`src/rtl/bellek_hakemi.sv`:
```
// Shares one memory port between instruction fetch and data accesses; grant is registered, so the request appears one cycle after arbitration.
// Requesters stay stalled until the memory strobes ready or the timeout completes the access; one idle cycle separates accesses.
module bellek_hakemi #(
  parameter int ACLIK_SINIRI = 4,
  parameter int ZAMAN_ASIMI  = 1024
) (
  input  logic        clk_i,
  input  logic        rst_i,
  input  logic        ib_istek_i,
  input  logic [31:0] ib_adres_i,
  output logic [31:0] ib_deger_o,
  output logic        ib_bekle_o,
  input  logic        vb_sec_i,
  input  logic        vb_yaz_gecerli_i,
  input  logic [31:0] vb_adr_i,
  input  logic [31:0] vb_veri_i,
  input  logic [3:0]  vb_veri_maske_i,
  output logic [31:0] vb_veri_o,
  output logic        vb_durdur_o,
  output logic        bel_istek_o,
  output logic        bel_yaz_o,
  output logic [31:0] bel_adr_o,
  output logic [31:0] bel_veri_o,
  output logic [3:0]  bel_maske_o,
  input  logic [31:0] bel_veri_i,
  input  logic        bel_hazir_i,
  output logic        hata_o
);
  localparam int AW = $clog2(ACLIK_SINIRI + 1);
  localparam int TW = (ZAMAN_ASIMI > 1) ? $clog2(ZAMAN_ASIMI) : 1;
  localparam logic [AW-1:0] ACLIK_UST = AW'(ACLIK_SINIRI);
  localparam logic [TW-1:0] ZAMAN_SON = TW'(ZAMAN_ASIMI - 1);

  typedef enum logic [1:0] {BOSTA, BUYRUK, VERI} durum_t;

  durum_t        durum, sonraki;
  logic [AW-1:0] aclik_sayac;
  logic [TW-1:0] zaman_sayac;
  logic [31:0]   ib_deger_q, vb_veri_q, okunan;
  logic          ib_kazanir, vb_kazanir, bitti, zaman_doldu;

  assign zaman_doldu = (zaman_sayac == ZAMAN_SON);
  assign okunan      = bel_hazir_i ? bel_veri_i : 32'h0;

  always_ff @(posedge clk_i or posedge rst_i) begin
    if (rst_i) durum <= BOSTA;
    else       durum <= sonraki;
  end

  always_comb begin
    sonraki    = durum;
    ib_kazanir = 1'b0;
    vb_kazanir = 1'b0;
    bitti      = 1'b0;
    hata_o     = 1'b0;
    case (durum)
      BOSTA: begin
        // Data normally wins; a starved fetch wins once the limit is reached.
        ib_kazanir = ib_istek_i && (!vb_sec_i || aclik_sayac == ACLIK_UST);
        vb_kazanir = vb_sec_i && !ib_kazanir;
        if (ib_kazanir)      sonraki = BUYRUK;
        else if (vb_kazanir) sonraki = VERI;
      end
      BUYRUK, VERI: begin
        bitti  = bel_hazir_i || zaman_doldu;
        hata_o = zaman_doldu && !bel_hazir_i;
        if (bitti) sonraki = BOSTA;
      end
      default: sonraki = BOSTA;
    endcase
  end

  assign ib_bekle_o  = ib_istek_i & ~((durum == BUYRUK) & bitti);
  assign vb_durdur_o = vb_sec_i & ~((durum == VERI) & bitti);
  assign ib_deger_o  = ((durum == BUYRUK) && bitti) ? okunan : ib_deger_q;
  assign vb_veri_o   = ((durum == VERI) && bitti && !bel_yaz_o) ? okunan : vb_veri_q;

  always_ff @(posedge clk_i or posedge rst_i) begin
    if (rst_i) begin
      bel_istek_o <= 1'b0;
      bel_yaz_o   <= 1'b0;
      bel_adr_o   <= 32'h0;
      bel_veri_o  <= 32'h0;
      bel_maske_o <= 4'b0000;
      ib_deger_q  <= 32'h0;
      vb_veri_q   <= 32'h0;
      aclik_sayac <= '0;
      zaman_sayac <= '0;
    end else begin
      if (durum == BOSTA) begin
        zaman_sayac <= '0;
        if (ib_kazanir) begin
          bel_istek_o <= 1'b1;
          bel_yaz_o   <= 1'b0;
          bel_adr_o   <= ib_adres_i;
          bel_veri_o  <= 32'h0;
          bel_maske_o <= 4'b0000;
        end else if (vb_kazanir) begin
          bel_istek_o <= 1'b1;
          bel_yaz_o   <= vb_yaz_gecerli_i;
          bel_adr_o   <= vb_adr_i;
          bel_veri_o  <= vb_veri_i;
          bel_maske_o <= vb_yaz_gecerli_i ? vb_veri_maske_i : 4'b0000;
        end
      end else begin
        zaman_sayac <= zaman_sayac + TW'(1);
        if (bitti) bel_istek_o <= 1'b0;
      end

      if ((durum == BUYRUK) && bitti)             ib_deger_q <= okunan;
      if ((durum == VERI) && bitti && !bel_yaz_o) vb_veri_q  <= okunan;

      if (!ib_istek_i || ib_kazanir)                   aclik_sayac <= '0;
      else if (vb_kazanir && aclik_sayac != ACLIK_UST) aclik_sayac <= aclik_sayac + AW'(1);
    end
  end
endmodule

```
`config.mk`:
```
export PLATFORM = sky130hd
export DESIGN_NAME = bellek_hakemi
export DESIGN_NICKNAME = d
export VERILOG_FILES = /design/src/rtl/bellek_hakemi.sv
export SDC_FILE = /design/constraint.sdc
export NUM_CORES = 1
export LEC_CHECK = 0
export ABC_CLOCK_PERIOD_IN_PS = 5400
export BUFFER_PORTS_ARGS = -buffer_cell sky130_fd_sc_hd__buf_2
export CAP_MARGIN = 20
export CORE_ASPECT_RATIO = 2
export CORE_MARGIN = 2
export CORE_UTILIZATION = 40
export CTS_BUF_LIST = sky130_fd_sc_hd__clkbuf_4 sky130_fd_sc_hd__clkbuf_8
export CTS_CLUSTER_SIZE = 8
export DETAILED_ROUTE_END_ITERATION = 8
export PLACE_DENSITY = 0.69
export SLEW_MARGIN = 10
export SYNTH_ARGS = -nofsm -noshare
export SYNTH_HDL_FRONTEND = slang
export SYNTH_SLANG_ARGS = --single-unit
export TNS_END_PERCENT = 5
```
`constraint.sdc`:
```
create_clock -name clk_i -period 5.4 [get_ports clk_i]
set_input_delay 1.08 -clock clk_i [delete_from_list [all_inputs] [get_ports clk_i]]
set_output_delay 1.08 -clock clk_i [all_outputs]
set_load 0.01 [all_outputs]
```
Word level (Yosys, flattened, before mapping)
Cells that the tools add are included.
{ "classes": {"addsub": 2, "n_eq_ne": 8, "muxes": 27, "n_bitwise": 6, "n_reduce_logical": 23} }
{ "op_table": {"columns": ["cell", "count"], "rows": [
  ["32-bit two-way mux", 7],
  ["4-bit two-way mux", 3],
  ["10-bit by 1-bit adder with 10-bit output (second input constant)", 1],
  ["10-bit == test (second input constant)", 1],
  ["1-bit two-way mux", 10],
  ["10-bit two-way mux", 1],
  ["3-bit != test (second input constant)", 3],
  ["1-bit logical AND", 7],
  ["2-bit two-way mux", 3],
  ["3-bit two-way mux", 2],
  ["2-bit AND reduction", 3],
  ["2-bit nonzero test", 3],
  ["1-bit zero test", 5],
  ["1-bit bitwise AND", 4],
  ["2-bit case mux with 2 select lines", 1],
  ["3-bit by 1-bit adder with 3-bit output (second input constant)", 1],
  ["3-bit == test (second input constant)", 1],
  ["1-bit logical OR", 3],
  ["2-bit by 1-bit == test with 1-bit output (second input constant)", 1],
  ["2-bit == test (second input constant)", 1],
  ["2-bit zero test", 1],
  ["2-bit != test (second input constant)", 1],
  ["1-bit inverter", 2],
  ["2-bit OR reduction", 1]
]} }
{ "totals": {"register_bits": 149, "in_bits": 138, "word_cells": 76} }

Longest topological paths before layout
Gate-level depths: netlist of run 1.
{ "depth": {"ltp_word": 9, "ltp_mapped": 8, "mapped_depth_nobuf": 6} }

Worst setup path after synthesis of run 1
OpenSTA, ideal clock, no wires.
{ "synth_timing": {"path_type": "input-to-output", "startpoint": "in bel_hazir_i", "endpoint": "out ib_deger_o[10]", "arrival_time_ns": 1.752, "t_required_ns": 4.320, "slack_ns": 2.568, "path_stages": 4, "path_cell_list": "and3_1 > clkbuf_1 > buf_2 > a22o_1"} }
{ "synth_via": {"elab_chain_cells": 4, "elab_cells_between_ends": 5, "cone_classes": "3 x mux; 2 x reduce/logical"} }
{ "synth_lines": {"columns": ["item", "line_no", "source"], "rows": [
  ["from (decl)", "26", "input logic bel_hazir_i,"],
  ["1-bit logical OR", "65", "bitti = bel_hazir_i || zaman_doldu;"],
  ["1-bit two-way mux", "56", "case (durum)"],
  ["1-bit logical AND", "75", "assign ib_deger_o = ((durum == BUYRUK) && bitti) ? okunan : ib_deger_q;"],
  ["32-bit two-way mux (*)", null, null],
  ["to (decl)", "11", "output logic [31:0] ib_deger_o,"]
]} }
Mark *: on every way between the ends. The rest lies on a longest branch, timed or not.

Worst setup path after layout of run 1
{ "layout_timing": {"startpoint": "reg zaman_sayac[0]", "endpoint": "out ib_deger_o[30]"} }
{ "layout_via": {"elab_chain_cells": 5} }
{ "layout_lines": {"columns": ["item", "line_no", "source"], "rows": [
  ["from (decl)", "38", "logic [TW-1:0] zaman_sayac;"],
  ["from (signal assigned)", "106", "zaman_sayac <= zaman_sayac + TW'(1);"],
  ["10-bit == test", "42", "assign zaman_doldu = (zaman_sayac == ZAMAN_SON);"],
  ["1-bit logical OR", "65", null],
  ["1-bit two-way mux", "56", null],
  ["1-bit logical AND", "75", null],
  ["32-bit two-way mux", null, null]
]} }
No other way between the ends.

==> impl_metrics.csv, run 1 <==
group,metric,value,unit
grt,track_usage,19.6,%
sta,max_slew_margin,38.9,%
clock_tree,ctsHoldBuffers,0,
clock_tree,post_cts_buffers,0,
pwr,vdd_ir_drop_max,219,uV
drt,vias,4945,
grt,grt_pass1_vias,4887,
setup_path,cp_top_family,"compound AO/OA/AOI/OAI gates",
sta,hold-worst-slack,479,ps
setup_path,cp.arrival,2460,ps
setup_path,max_stage_delay,680,ps
sta,fmax,0.282,GHz
floorplanning,core-area,0.0147,sq mm
floorplanning,initial_core_util,40.9,%
drt,firstDrtPassIters,5,
setup_path,cp_data_required_time,4320,ps
synth,synth_edf_count,0,
final_layout,fillers,1406,
sta,final-setup-viol-count,0,
worst_hold_path,hold_path.class,"register to register",
final_layout,synthToLayoutAreaGrowth,30.4,%
drt,dr_wl_met3,940,um
floorplanning,fp-row-count,63,
synth,yosysWarningCount,0,
grt,antenna_found_initial,0,
sta,slew_violations,0,
clock_tree,cts_tree,"built",
setup_path,crit_path_end_kind,"output port",
synth,seq_area_frac_synth,61.9,%
synth,synth_top_cell_area_share,61.9,%
drt,routedWlPerCell,15.4,um
sta,timing.final.crit_share,65.6,%
synth,synth_top_area_cell,"dfrtp_1",
setup_path,r2r_setup_slack,3050,ps
synth,netlist_area,0.00602,sq mm
clock_tree,path_clk_slew,90,ps
setup_path,path_class,"register to output port",
worst_hold_path,min-delay-start,"bel_veri_o[9]",
floorplanning,die_w,90.8,um
clock_tree,cts.htree.levels,4,
setup_path,crit_buf_inv,1,
worst_hold_path,min_to,"bel_veri_o[9]",
sta,period_minus_slack,3540,ps
floorplanning,fp.dieH,178,um
setup_path,worstReg2RegEnd,"bel_adr_o[0]",
setup_path,slowest_stage,"o211ai_4",
worst_hold_path,whs_path_depth,2,
final_layout,final_layout_size_suffix_gt1_share,40.3,%
pwr,p_per_area,541,mW/mm^2
drt,dr.max_layer_used,"met4",
placement,port-buffer-count,274,
grt,overflow,0,
final_layout,num-nets-final,945,
synth,synthTopCellsByArea,"dfrtp_1, a22o_1, nand2_1",
clock_tree,cts_buffer_depth,2,
clock_tree,cts_buffers,17,
synth,synth_ff_type,"dfrtp_1",
drt,wl,15.6,mm
grt,grt_max_degree,103,
setup_path,r2r-start,"aclik_sayac[0]",
run,cap_violations,0,
floorplanning,dieArea,0.0161,sq mm
sta,fin_skew,14.1,ps
placement,pre_cts_slack,1960,ps
grt,grt_first_pass_wirelength,24.9,mm
setup_path,reg2regPathDepth,7,
drt,routed-wl-met2,7.97,mm
clock_tree,cts_sinks,149,
final_layout,ff_latch_area,0.00373,sq mm
outcome,status,"finished, final reports clean",
drt,wl_met1,6.25,mm
sta,worst_pin_slew,917,ps
clock_tree,post_cts_resize_count,0,
sta,hold_viol,0,
placement,gp_congestion,0.815,
sta,rsz0062_at_grt,"no",
drt,drt-initial-drc-count,134,
floorplanning,ioPinCount,275,
placement,dpl.hpwl,11.6,mm
clock_tree,worstSkewPairLatency,440,ps
setup_path,worstSetupStartpointType,"register",
setup_path,critPathMaxFanout,33,
synth,syn-instance-count,540,
synth,ys_types,43,
drt,postRouteAntennaNets,0,
clock_tree,cts-root-buf,"clkbuf_8",
final_layout,multiInputGateArea,0.00204,sq mm
sta,tns,0,ps
synth,synth.net_count,684,
pwr,p_leak,4.16,nW
synth,syn_area_per_cell,11.2,sq um
synth,async_flop_share,100,%
sta,setup_ws,1860,ps
setup_path,crit_chain,"ha_1, nand4_1, nor3_4, o211ai_4, a22o_1, buf_2",
drt,vias_per_cell,4.90,
final_layout,final_util,53.3,%
drt,drcViolationCount,0,
final_layout,insertedDiodeCount,0,
synth,synth-seq-cells,149,
-- placed cells by master, fill, tap and decap left out, types with 3 or more instances in the layout --
cell type / synthesis / final
nand2_1: 109 / 108
inv_8: 0 / 3
a21oi_1: 4 / 4
clkinvlp_4: 0 / 3
buf_4: 5 / 8
inv_6: 0 / 5
inv_1: 8 / 7
ha_1: 6 / 6
xnor2_1: 3 / 3
o21ai_1: 18 / 17
buf_2: 14 / 274
a22o_1: 62 / 62
xor2_1: 4 / 4
clkbuf_8: 0 / 18
o21ai_0: 54 / 54
nand3_1: 9 / 9
dfrtp_1: 149 / 149
o22ai_1: 32 / 32
nor2_1: 12 / 12
-- synth_stat cells, types with 2 or more instances --
| library cell | instances |
|---|---|
| dfrtp_1 | 149 |
| nand2_1 | 109 |
| a22o_1 | 62 |
| o21ai_0 | 54 |
| o22ai_1 | 32 |
| o21ai_1 | 18 |
| buf_2 | 14 |
| clkbuf_1 | 13 |
| nor2_1 | 12 |
| nand3_1 | 9 |
| inv_1 | 8 |
| buf_6 | 6 |
| ha_1 | 6 |
| buf_4 | 5 |
| a21oi_1 | 4 |
| xor2_1 | 4 |
| xnor2_1 | 3 |
| a22o_2 | 2 |
| and2_1 | 2 |
| buf_1 | 2 |
| nand4_1 | 2 |
| nor3_1 | 2 |
| nor3_4 | 2 |
-- worst min-delay path: cells and delay by family (launching register included) --
| kind | cells | cell delay (ps) |
|---|---|---|
| flip-flops | 1 | 350 |
| AO/OA/AOI/OAI | 1 | 60 |
| AND/OR/NAND/NOR | 1 | 50 |
-- cell families (layout without fill, tap and decap cells) --
family / count (synthesis) / count (layout) / share of synthesized area (%)
compound gates: 180 / 180 / 20.5
xor+xnor: 7 / 7 / 1.02
fa+ha+maj: 6 / 6 / 1.25
buf+inv: 49 / 323 / 4.40
flops: 149 / 149 / 61.9
mux: 1 / 1 / 0.249
simple gates: 148 / 148 / 10.7
-- metrics by stage --
| step | std cells | power, mW | area, sq um |
|---|---|---|---|
| after floorplan | 540 | 2.78 | 6020 |
| after global placement | 977 | 3.47 | 7480 |
| after detailed placement | 977 | 3.51 | 7480 |
| after CTS | 1009 | 4.32 | 7850 |
| after global routing | 1009 | 4.57 | 7850 |
| final | 1009 | 4.25 | 7850 |
-- state kept, by name, indices dropped and copies added (netlist names) --
signal	count
ib_deger_q	32
vb_veri_q	32
bel_istek_o	1
bel_maske_o	4
aclik_sayac	3
bel_yaz_o	1
bel_veri_o	32
durum	2
bel_adr_o	32
zaman_sayac	10
-- routing by layer --
layer | track usage (%) | up-vias
li1 | - | 2451
met1 | 23.1 | 2253
met2 | 34.2 | 211
met3 | 4.67 | 30
met4 | 7.88 | 0
met5 | 0 | -
-- where the power goes --
part           switching [mW]  total, mW  internal, mW  leakage [nW]
Clock                   0.448      0.792         0.344         0.182
Sequential              0.184       1.75          1.57          1.89
Combinational            1.00       1.70         0.703          2.09
Total                    1.63       4.25          2.62          4.16
-- worst max-delay path by stage --
stage               slack, ps  depth (start not counted)      startpoint        endpoint
finish                   1860                          6  zaman_sayac[0]  ib_deger_o[30]
global route             1620                          6  zaman_sayac[0]  ib_deger_o[30]
CTS                      1800                          6  zaman_sayac[0]  ib_deger_o[30]
floorplan                 310                          1           rst_i  aclik_sayac[0]
global placement         1990                          4     bel_hazir_i   ib_deger_o[3]
detailed placement       1960                          4     bel_hazir_i  ib_deger_o[30]
-- final cells by class --
class / instances / area share (%)
Sequential cell: 149 / 47.5
Multi-Input combinational cell: 342 / 26.0
Timing Repair Buffer: 282 / 18.2
Clock buffer: 18 / 3.16
Tap cell: 195 / 3.11
Clock inverter: 14 / 1.51
Inverter: 9 / 0.494
(Power assumes the default switching activity.)
==> run 2: changes to the inputs <==
ABC_CLOCK_PERIOD_IN_PS = 3650   (was 5400)
clock period = 3.65 ns   (was 5.4 ns; I/O delays follow)
==> run 2 against run 1 <==
  * Via count rose by 1.6%
  * Critical path type unchanged
  * Critical endpoint is now ib_deger_o[16]
  * Global-route usage rose by 0.32 points
  * Power rose by 53%
==> impl_metrics.csv, run 2 (synthesis gave the netlist of run 1 again) <==
group,metric,value,unit
sta,final-setup-viol-count,0,
clock_tree,cts_sinks,149,
pwr,vdd_ir_drop_max,386,uV
drt,postRouteAntennaNets,0,
sta,tns,0,ps
drt,vias_per_cell,4.97,
clock_tree,cts_buffer_depth,2,
sta,max_slew_margin,40.8,%
worst_hold_path,hold_path.class,"input pin to async pin",
outcome,status,"finished, final reports clean",
final_layout,fillers,1350,
sta,fin_skew,16.1,ps
run,cap_violations,0,
drt,firstDrtPassIters,4,
floorplanning,ioPinCount,275,
drt,wl,16.0,mm
placement,dpl.hpwl,11.6,mm
setup_path,max_stage_delay,710,ps
setup_path,crit_path_end_kind,"output port",
final_layout,insertedDiodeCount,0,
sta,slew_violations,0,
sta,hold_viol,0,
grt,grt_pass1_vias,4926,
grt,track_usage,19.9,%
grt,grt_max_degree,140,
clock_tree,cts_buffers,17,
setup_path,path_class,"register to output port",
final_layout,final_util,53.9,%
final_layout,final_common_cell,"buf_2",
drt,vias,5025,
setup_path,slowest_stage,"o211ai_4",
setup_path,cp_data_required_time,2920,ps
clock_tree,worstSkewPairLatency,450,ps
clock_tree,post_cts_resize_count,0,
clock_tree,cts_tree,"built",
floorplanning,fp-row-count,63,
drt,drt-initial-drc-count,122,
grt,grt_first_pass_wirelength,25.2,mm
sta,period_minus_slack,3210,ps
final_layout,num-nets-final,947,
setup_path,crit_chain,"ha_1, nand4_1, nor3_4, o211ai_4, a22o_1, buf_2",
clock_tree,post_cts_buffers,0,
grt,antenna_found_initial,0,
setup_path,cp.arrival,2480,ps
final_layout,layout_common_cells,"buf_2, dfrtp_1, nand2_1",
setup_path,critPathMaxFanout,33,
sta,timing.final.crit_share,87.9,%
clock_tree,cts-root-buf,"clkbuf_8",
sta,rsz0062_at_grt,"no",
clock_tree,path_clk_slew,90,ps
final_layout,final_layout_size_suffix_gt1_share,40.4,%
clock_tree,cts.htree.levels,4,
floorplanning,die_w,90.8,um
placement,port-buffer-count,274,
pwr,p_per_area,818,mW/mm^2
floorplanning,core-area,0.0147,sq mm
sta,fmax,0.312,GHz
floorplanning,fp.dieH,178,um
drt,drcViolationCount,0,
clock_tree,ctsHoldBuffers,0,
setup_path,worstSetupStartpointType,"register",
placement,gp_congestion,0.791,
grt,overflow,0,
final_layout,synthToLayoutAreaGrowth,31.9,%
sta,worst_pin_slew,884,ps
pwr,p_leak,4.20,nW
floorplanning,initial_core_util,40.9,%
drt,routedWlPerCell,15.8,um
floorplanning,dieArea,0.0161,sq mm
==> run 2: path summary, 6_finish.rpt <==
| kind | start | end | slack [ps] | depth (start not counted) |
|---|---|---|---|---|
| max reg2reg | aclik_sayac[0] | bel_adr_o[10] | 1580 | 7 |
| max | zaman_sayac[0] | ib_deger_o[16] | 440 | 6 |
| min | rst_i | bel_veri_o[1] | 420 | 2 |
| min in group clk_i | bel_veri_o[21] | bel_veri_o[21] | 480 | 2 |
| max in group asynchronous | rst_i | bel_adr_o[23] | 2320 | 3 |
| min reg2reg | bel_veri_o[21] | bel_veri_o[21] | 480 | 2 |
==> run 2: area by class of cell <==
class	count	area [sq um]	area share, %
clock buffer	17	234	2.95
clock inverter	15	183	2.30
inverter	9	37.5	0.473
multi-input combinational	342	2040	25.7
sequential	149	3730	47.0
tap	195	244	3.07
timing repair buffer	284	1470	18.5
==> run 2: worst max-delay path, delay by kind of cell (launching register included) <==
| family | cells | cell delay (ps) |
|---|---|---|
| compound gates | 2 | 980 |
| fa+ha+maj | 1 | 250 |
| buf+inv | 1 | 140 |
| flops | 1 | 410 |
| simple gates | 2 | 240 |
==> run 2: metrics by stage <==
step / area (sq um) / std cells / hold WS (ps) / worst slack, ps / power (mW)
after global placement: 7520 / 979 / 454 / 958 / 5.15
after global routing: 7940 / 1011 / 449 / 246 / 6.94
after CTS: 7940 / 1011 / 411 / 385 / 6.58
final: 7940 / 1011 / 421 / 440 / 6.50
after detailed placement: 7520 / 979 / 466 / 909 / 5.22
after floorplan: 6030 / 540 / 439 / 1050 / 4.12
==> run 2: layer usage <==
metal | GRT usage (%) | vias to the layer above | routed length, um
li1 | - | 2450 | -
met1 | 24.0 | 2331 | 6480
met2 | 33.6 | 218 | 8030
met3 | 4.84 | 26 | 1070
met4 | 9.04 | 0 | 391
met5 | 0 | - | 0
==> run 2: where the power goes <==
group	switching, mW	total, mW	internal (mW)
clock	0.715	1.35	0.639
sequential	0.273	2.59	2.32
combinational	1.49	2.55	1.06
total	2.48	6.50	4.02
